## src/rtl/vga_timing_gen.sv

```systemverilog
`default_nettype none
//==============================================================================
// Module : vga_timing_gen
// Desc   : Parametrised VGA timing generator with pixel clock-enable, delayed
//          sync/video/coordinate outputs, line/frame strobes and frame counter.
// Rev    : 1.0 - initial release
//==============================================================================
module vga_timing_gen #(
  parameter int CLK_DIV  = 4,
  parameter int H_ACTIVE = 640,
  parameter int H_FP     = 16,
  parameter int H_SYNC   = 96,
  parameter int H_BP     = 48,
  parameter int V_ACTIVE = 480,
  parameter int V_FP     = 10,
  parameter int V_SYNC   = 2,
  parameter int V_BP     = 33,
  parameter int HS_POL   = 0,
  parameter int VS_POL   = 0,
  parameter int PIPE     = 0,
  parameter int CW       = 10
) (
  input  logic          CLK100MHZ,
  input  logic          reset,
  input  logic          en,
  output logic          pix_ce,
  output logic          h_sync,
  output logic          v_sync,
  output logic          video_on,
  output logic [CW-1:0] x_loc,
  output logic [CW-1:0] y_loc,
  output logic          line_start,
  output logic          frame_start,
  output logic [15:0]   frame_cnt
);

  localparam int c_H_TOTAL = H_ACTIVE + H_FP + H_SYNC + H_BP;
  localparam int c_V_TOTAL = V_ACTIVE + V_FP + V_SYNC + V_BP;
  localparam int c_HS_BEG  = H_ACTIVE + H_FP;
  localparam int c_HS_END  = c_HS_BEG + H_SYNC;
  localparam int c_VS_BEG  = V_ACTIVE + V_FP;
  localparam int c_VS_END  = c_VS_BEG + V_SYNC;
  localparam int c_DIV_W   = (CLK_DIV > 1) ? $clog2(CLK_DIV) : 1;
  localparam int c_FILL_W  = (PIPE > 0) ? $clog2(PIPE + 1) : 1;
  localparam int c_VEC_W   = 3 + 2 * CW;

  localparam logic [c_DIV_W-1:0]  c_DIV_LAST  = c_DIV_W'(CLK_DIV - 1);
  localparam logic [c_FILL_W-1:0] c_FILL_FULL = c_FILL_W'(PIPE);
  localparam logic [CW-1:0]       c_H_LAST    = CW'(c_H_TOTAL - 1);
  localparam logic [CW-1:0]       c_V_LAST    = CW'(c_V_TOTAL - 1);
  localparam logic                c_HS_ON     = (HS_POL != 0);
  localparam logic                c_VS_ON     = (VS_POL != 0);
  // Vector layout: {h_sync, v_sync, video_on, x, y}
  localparam logic [c_VEC_W-1:0]  c_BLANK     = {~c_HS_ON, ~c_VS_ON, 1'b0, {CW{1'b0}}, {CW{1'b0}}};

  logic [c_DIV_W-1:0]  r_div_cnt;
  logic                r_pix_ce;
  logic                w_tick;
  logic [CW-1:0]       r_h;
  logic [CW-1:0]       r_v;
  logic                w_hs_act;
  logic                w_vs_act;
  logic                w_video;
  logic [c_VEC_W-1:0]  w_dec;
  logic [c_VEC_W-1:0]  r_pipe     [PIPE+1];
  logic [c_VEC_W-1:0]  w_shift_in [PIPE+1];
  logic [c_VEC_W-1:0]  w_last_in;
  logic [c_VEC_W-1:0]  w_out;
  logic [c_FILL_W-1:0] r_fill;
  logic                w_load_line;
  logic                w_load_frame;
  logic                r_line_start;
  logic                r_frame_start;
  logic [15:0]         r_frame_cnt;

  // pix_ce is held (not cleared) while en is low so a pending tick survives a pause
  always_ff @(posedge CLK100MHZ or posedge reset) begin
    if (reset) begin
      r_div_cnt <= '0;
      r_pix_ce  <= 1'b0;
    end else if (en) begin
      r_pix_ce  <= (r_div_cnt == c_DIV_LAST);
      r_div_cnt <= (r_div_cnt == c_DIV_LAST) ? '0 : r_div_cnt + 1'b1;
    end
  end

  assign w_tick = r_pix_ce & en;

  always_ff @(posedge CLK100MHZ or posedge reset) begin
    if (reset) begin
      r_h <= '0;
      r_v <= '0;
    end else if (w_tick) begin
      if (r_h == c_H_LAST) begin
        r_h <= '0;
        r_v <= (r_v == c_V_LAST) ? '0 : r_v + 1'b1;
      end else begin
        r_h <= r_h + 1'b1;
      end
    end
  end

  assign w_hs_act = (int'(r_h) >= c_HS_BEG) && (int'(r_h) < c_HS_END);
  assign w_vs_act = (int'(r_v) >= c_VS_BEG) && (int'(r_v) < c_VS_END);
  assign w_video  = (int'(r_h) < H_ACTIVE) && (int'(r_v) < V_ACTIVE);
  assign w_dec    = {w_hs_act ? c_HS_ON : ~c_HS_ON,
                     w_vs_act ? c_VS_ON : ~c_VS_ON,
                     w_video, r_h, r_v};

  always_comb begin
    w_shift_in[0] = w_dec;
    for (int i = 1; i <= PIPE; i++) begin
      w_shift_in[i] = r_pipe[i-1];
    end
  end

  always_ff @(posedge CLK100MHZ or posedge reset) begin
    if (reset) begin
      for (int i = 0; i <= PIPE; i++) begin
        r_pipe[i] <= c_BLANK;
      end
    end else if (w_tick) begin
      for (int i = 0; i <= PIPE; i++) begin
        r_pipe[i] <= w_shift_in[i];
      end
    end
  end

  // Counts ticks until real data reaches the stage feeding the output register
  always_ff @(posedge CLK100MHZ or posedge reset) begin
    if (reset) begin
      r_fill <= '0;
    end else if (w_tick && (r_fill != c_FILL_FULL)) begin
      r_fill <= r_fill + 1'b1;
    end
  end

  assign w_last_in    = w_shift_in[PIPE];
  assign w_load_line  = w_tick && (r_fill == c_FILL_FULL) && (w_last_in[2*CW-1:CW] == '0);
  assign w_load_frame = w_load_line && (w_last_in[CW-1:0] == '0);

  always_ff @(posedge CLK100MHZ or posedge reset) begin
    if (reset) begin
      r_line_start  <= 1'b0;
      r_frame_start <= 1'b0;
      r_frame_cnt   <= '0;
    end else if (en) begin
      r_line_start  <= w_load_line;
      r_frame_start <= w_load_frame;
      if (w_load_frame) begin
        r_frame_cnt <= r_frame_cnt + 16'd1;
      end
    end
  end

  assign w_out       = r_pipe[PIPE];
  assign pix_ce      = r_pix_ce & en;
  assign h_sync      = w_out[c_VEC_W-1];
  assign v_sync      = w_out[c_VEC_W-2];
  assign video_on    = w_out[c_VEC_W-3];
  assign x_loc       = w_out[2*CW-1:CW];
  assign y_loc       = w_out[CW-1:0];
  assign line_start  = r_line_start & en;
  assign frame_start = r_frame_start & en;
  assign frame_cnt   = r_frame_cnt;

endmodule
`default_nettype wire

```

## config.mk

```make
export PLATFORM = sky130hd
export DESIGN_NAME = vga_timing_gen
export DESIGN_NICKNAME = d
export VERILOG_FILES = /design/src/rtl/vga_timing_gen.sv
export SDC_FILE = /design/constraint.sdc
export NUM_CORES = 1
export LEC_CHECK = 0
export ABC_AREA = 1
export CAP_MARGIN = 20
export CORE_MARGIN = 3
export CORE_UTILIZATION = 60
export DETAILED_ROUTE_END_ITERATION = 12
export DONT_BUFFER_PORTS = 1
export PLACE_DENSITY_LB_ADDON = 0.08
export SLEW_MARGIN = 10
export SYNTH_ARGS = -nofsm -noshare
export SYNTH_HDL_FRONTEND = slang
export SYNTH_SLANG_ARGS = --single-unit
```

## constraint.sdc

```tcl
create_clock -name CLK100MHZ -period 2.2 [get_ports CLK100MHZ]
set_input_delay 0.33 -clock CLK100MHZ [delete_from_list [all_inputs] [get_ports CLK100MHZ]]
set_output_delay 0.33 -clock CLK100MHZ [all_outputs]
set_load 0.03 [all_outputs]
```

# Word-level counts from Yosys, hierarchy flattened

Cells that the tools add are included.

$lt $le $gt $ge: 6
Add/sub/neg operators: 5
Reduce and logical (&&, ||, !) cells: 11
Bitwise operators: 4
Eq/ne operators: 3
Muxes and demuxes: 5

Operators by type and width:

| cell                  | number |
|---|---|
| $add 10x1->10 const B | 2 |
| $eq 10x10->1 const B  | 2 |
| $logic_not 10->1      | 2 |
| $lt 10x10->1 const B  | 2 |
| $lt 10x9->1 const B   | 2 |
| $mux 10               | 2 |
| $add 16x1->16 const B | 1 |
| $ge 10x10->1 const B  | 1 |
| $ge 10x9->1 const B   | 1 |
| $logic_and 1x1->1     | 7 |
| $reduce_and 2->1      | 2 |
| $and 1x1->1           | 3 |
| $add 2x1->2 const B   | 1 |
| $eq 2x2->1 const B    | 1 |
| $mux 1                | 2 |
| $mux 2                | 1 |
| $add 1x1->1 const B   | 1 |
| $not 1->1             | 1 |

Word-level logic and storage cells: 43
Output and inout bits: 42
Input bits: 3
Register bits after elaboration: 65

# Logic depth before layout (Yosys ltp)

Depth in word-level cells: 5
Depth in mapped cells: 9
Mapped depth without buffers: 9

# Worst setup path before layout

Ideal clock, no wire load.

Path type: reg-to-reg
From: register r_frame_cnt[0], in the netlist frame_cnt[0]
To: register r_frame_cnt[10], in the netlist frame_cnt[10]
Setup slack: 629 ps
Data required time: 2083 ps
Clock period less this slack: 1571 ps
Buffers on the path: 0
Arrival time: 1454 ps
Cell stages (with the launch flop): 9
Library setup time: 117 ps
Cells stage by stage: dfrtp_1 > ha_1 > inv_1 > nor2_1 > nand2_1 > nor2_1 > nand3_1 > nand2_1 > nand2_1

Longest elaborated chain between the ends: 1

RTL lines:

| what                     | line | source |
|---|---|---|
| start: declaration       | 74   | `logic [15:0] r_frame_cnt;` |
| start signal: assignment | 151  | `r_frame_cnt <= r_frame_cnt + 16'd1;` |
| $add 16x1->16            | 151  |  |

No other way between the ends.
A chain may end at the register's enable or synchronous reset.

# Worst setup path after layout

From: register r_pix_ce
To: output port pix_ce

Longest elaborated chain between the ends: 1

RTL lines:

| what                     | line | source |
|---|---|---|
| start: declaration       | 57   | `logic r_pix_ce;` |
| start signal: assignment | 82   | `r_pix_ce <= (r_div_cnt == c_DIV_LAST);` |
| $and 1x1->1              | 157  | `assign pix_ce = r_pix_ce & en;` |
| end: declaration         | 26   | `output logic pix_ce,` |

No other way between the ends.

==> metrics.json <==
{
  "run_status": "finished, final reports clean",
  "rows": 26,
  "fmax_mhz": 509.6,
  "die_height_um": 81.14,
  "worst_hold_slack_ns": 0.06875,
  "grt_start_max_net_pins": 43,
  "nets": 449,
  "synth-seq-area-share": 0.4810,
  "crit_path_max_fanout": 42,
  "clock_insertion_delay_worst_skew_ns": 0.34,
  "h-tree-depth": 3,
  "fp.dieArea_um2": 6583,
  "postRouteAntennaNets": 0,
  "post_cts_resized": 0,
  "drive_above_1_share": 0.08559,
  "cts.clk_slew.worst_paths_ns": 0.07,
  "asyncSetResetFlopFracSynth": 1.000,
  "min_from": "en",
  "initial_utilization": 0.6427,
  "startpoint_class_of_the_critical_path": "flop",
  "avgRoutedWirePerCell_um": 14.28,
  "syn_to_final_growth_pct": 7.536,
  "vias_in_the_first_global_route": 2753,
  "crit_chain": "nand2_4 > clkinv_2 > buf_4",
  "design.portCount": 45,
  "via_count": 2817,
  "dp_hpwl_um": 5360,
  "grt_first_pass_wirelength_um": 12860,
  "critical_path.reg2reg.startpoint": "frame_cnt[0]",
  "route.detailed.drc": 0,
  "critPathMaxStageDelay_ns": 0.42,
  "ff2ff_path_depth": 8,
  "ys.warnings.count": 0,
  "post_synth_top_flop": "dfrtp_1",
  "slowest_stage": "dfrtp_1",
  "data_arrival_critical_path_ns": 1.63,
  "clock_skew_ns": 0.007961,
  "setup_tns_ns": 0,
  "syn_area_um2": 3387,
  "post-synth-top-area-fraction": 0.4655,
  "p_leak_nw": 1.824,
  "endpoint_kind": "output port",
  "clk_path_buf_depth": 2,
  "worst_r2r_endpoint": "frame_cnt[10]",
  "core_area_um2": 5270,
  "cts_buffers": 9,
  "min_delay_path_depth": 1,
  "count_of_input_and_output_buffers": 0,
  "syn_avg_cell_area_um2": 7.840,
  "clock_sinks": 65,
  "critPathLaunch": "r_pix_ce",
  "slew_viol_final": 0,
  "detail_route.first_pass.iterations": 4,
  "antenna-diode-count": 0,
  "timing.reg2reg.setup_slack_ns": 0.36,
  "synthesis.instances": 432,
  "number_of_nets_in_the_synthesized_netlist": 442,
  "endpoint_of_the_worst_setup_timing_path": "pix_ce",
  "number_of_drc_markers_after_the_initial_detailed_route_iteration": 177,
  "worst-setup-path-type": "reg -> out",
  "ys_top_cells_by_area": "dfrtp_1 (47%), nand2_1 (14%), o21ai_0 (5.9%), nor2_1 (5.7%), nand3_1 (5.2%)",
  "total_count_of_hold_check_failures_in_the_final_report": 0,
  "max-cap-violations": 0,
  "detail_route.wirelength_um": 7341,
  "synth-edff-count": 0,
  "max_vdd_drop_v": 0.0006430,
  "min-delay-path-class": "in -> reg",
  "final_core_utilization": 0.6911,
  "cts_root_buf": "clkbuf_8",
  "route.detailed.vias_per_inst": 5.481,
  "worst_slew_margin_rel": 0.6735,
  "power.density_cell_area_nw_per_um2": 909.5,
  "die_w_um": 81.14,
  "post-route-period-util": 0.8920,
  "synth.distinct_cells": 30,
  "synth_top_cell_by_area": "dfrtp_1",
  "seq_cells_post_synth": 65,
  "grt_setup_unrepaired": "false",
  "globalplace.congestion": 0.8661,
  "grt.total_usage": 0.2578,
  "antenna_found_initial": 0,
  "crit_required_ns": 1.87,
  "report.final.setup_viol": 0,
  "worst_slew_pin_slew_ns": 0.4898,
  "timing.final.crit_period_ns": 1.962,
  "overflow": 0,
  "cts_tree": "done"
}
## power by group
group	internal, W	leakage, nW	total (W)	switching (W)
Sequential	0.00142	0.808	0.00192	0.000501
Clock	0.000437	0.0834	0.000881	0.000444
Combinational	0.000180	0.932	0.000512	0.000332
Total	0.00204	1.82	0.00331	0.00128
## synthesized netlist by cell type, types with 3 or more instances
| cell | instances |
|---|---|
| nand2_1 | 128 |
| nor2_4 | 8 |
| inv_1 | 44 |
| a21oi_1 | 4 |
| o21ai_0 | 40 |
| nand4_1 | 8 |
| nor3_1 | 9 |
| nand3_1 | 35 |
| xor2_1 | 7 |
| nor2_1 | 51 |
| dfrtp_1 | 63 |
| ha_1 | 7 |
| nand2_2 | 3 |
| buf_2 | 4 |
## through the flow
step | std cells | power (W) | area, µm² | setup WS [ns]
CTS | 514 | 0.003348 | 3642 | 0.2157
detailed placement | 497 | 0.002460 | 3466 | 0.3861
global placement | 497 | 0.002427 | 3466 | 0.5186
finish | 514 | 0.003313 | 3642 | 0.2377
floorplan | 432 | 0.002307 | 3387 | 0.2469
global route | 514 | 0.003520 | 3642 | 0.1429
## worst max-delay path, delay by kind of cell (launching register included)
kind,cells,cell delay [ns]
AND/OR/NAND/NOR,1,0.37
flip-flops,1,0.42
buffers and inverters,2,0.46
## layout by cell type, fill, tap and decap left out, types with 8 or more instances in the layout
cell	netlist	final
inv_1	44	43
nand3_1	35	35
dfrtp_1	63	63
nor2_4	8	8
o21ai_0	40	40
nor2_1	51	51
nand4_1	8	8
nor3_1	9	9
clkbuf_8	0	10
nand2_1	128	128
## layout make-up
type,count,area [µm²]
Tap cell,70,87.58
Inverter,45,170.2
Multi-Input combinational cell,314,1544
Clock inverter,3,17.52
Sequential cell,65,1629
Fill cell,450,1628
Clock buffer,13,148.9
Timing Repair Buffer,4,45.04
## metal layers
layer	up-vias	global-route usage	part of all wire
li1	1400	-	-
met1	1327	0.3506	0.46
met5	-	0	0
met3	14	0.04545	0.054
met2	76	0.3933	0.47
met4	0	0.1368	0.016
## cell families after synthesis
kind of cell | synth area share
buffers and inverters | 0.06317
xor gates and xnor gates | 0.02327
and+or+nand+nor | 0.3299
AOI/OAI and AO/OA | 0.07684
adders and majority gates | 0.02586
DFF | 0.4810
## registers in the layout, summed over array words and instances, names as in the netlist
signal / count
r_frame_start: 1
r_v: 10
frame_cnt: 16
r_pix_ce: 1
r_line_start: 1
r_h: 10
r_fill: 1
r_pipe: 23
r_div_cnt: 2
## what timing repair did
item                                   4_1_cts  5_1_grt
hold buffers                                 1        0
endpoints found under the hold margin       15        0
setup buffers                                0        0
setup endpoints to repair                    0        0
## worst min-delay path by stage
stage / end / slack (ns)
after global routing: r_div_cnt[0] / 0.07
after CTS: r_div_cnt[0] / 0.06
after detailed placement: r_pipe[6] / 0.23
after floorplan: r_div_cnt[0] / 0.42
final: r_div_cnt[0] / 0.07
after global placement: r_pipe[6] / 0.22
Power figures use the tool's default switching activity.
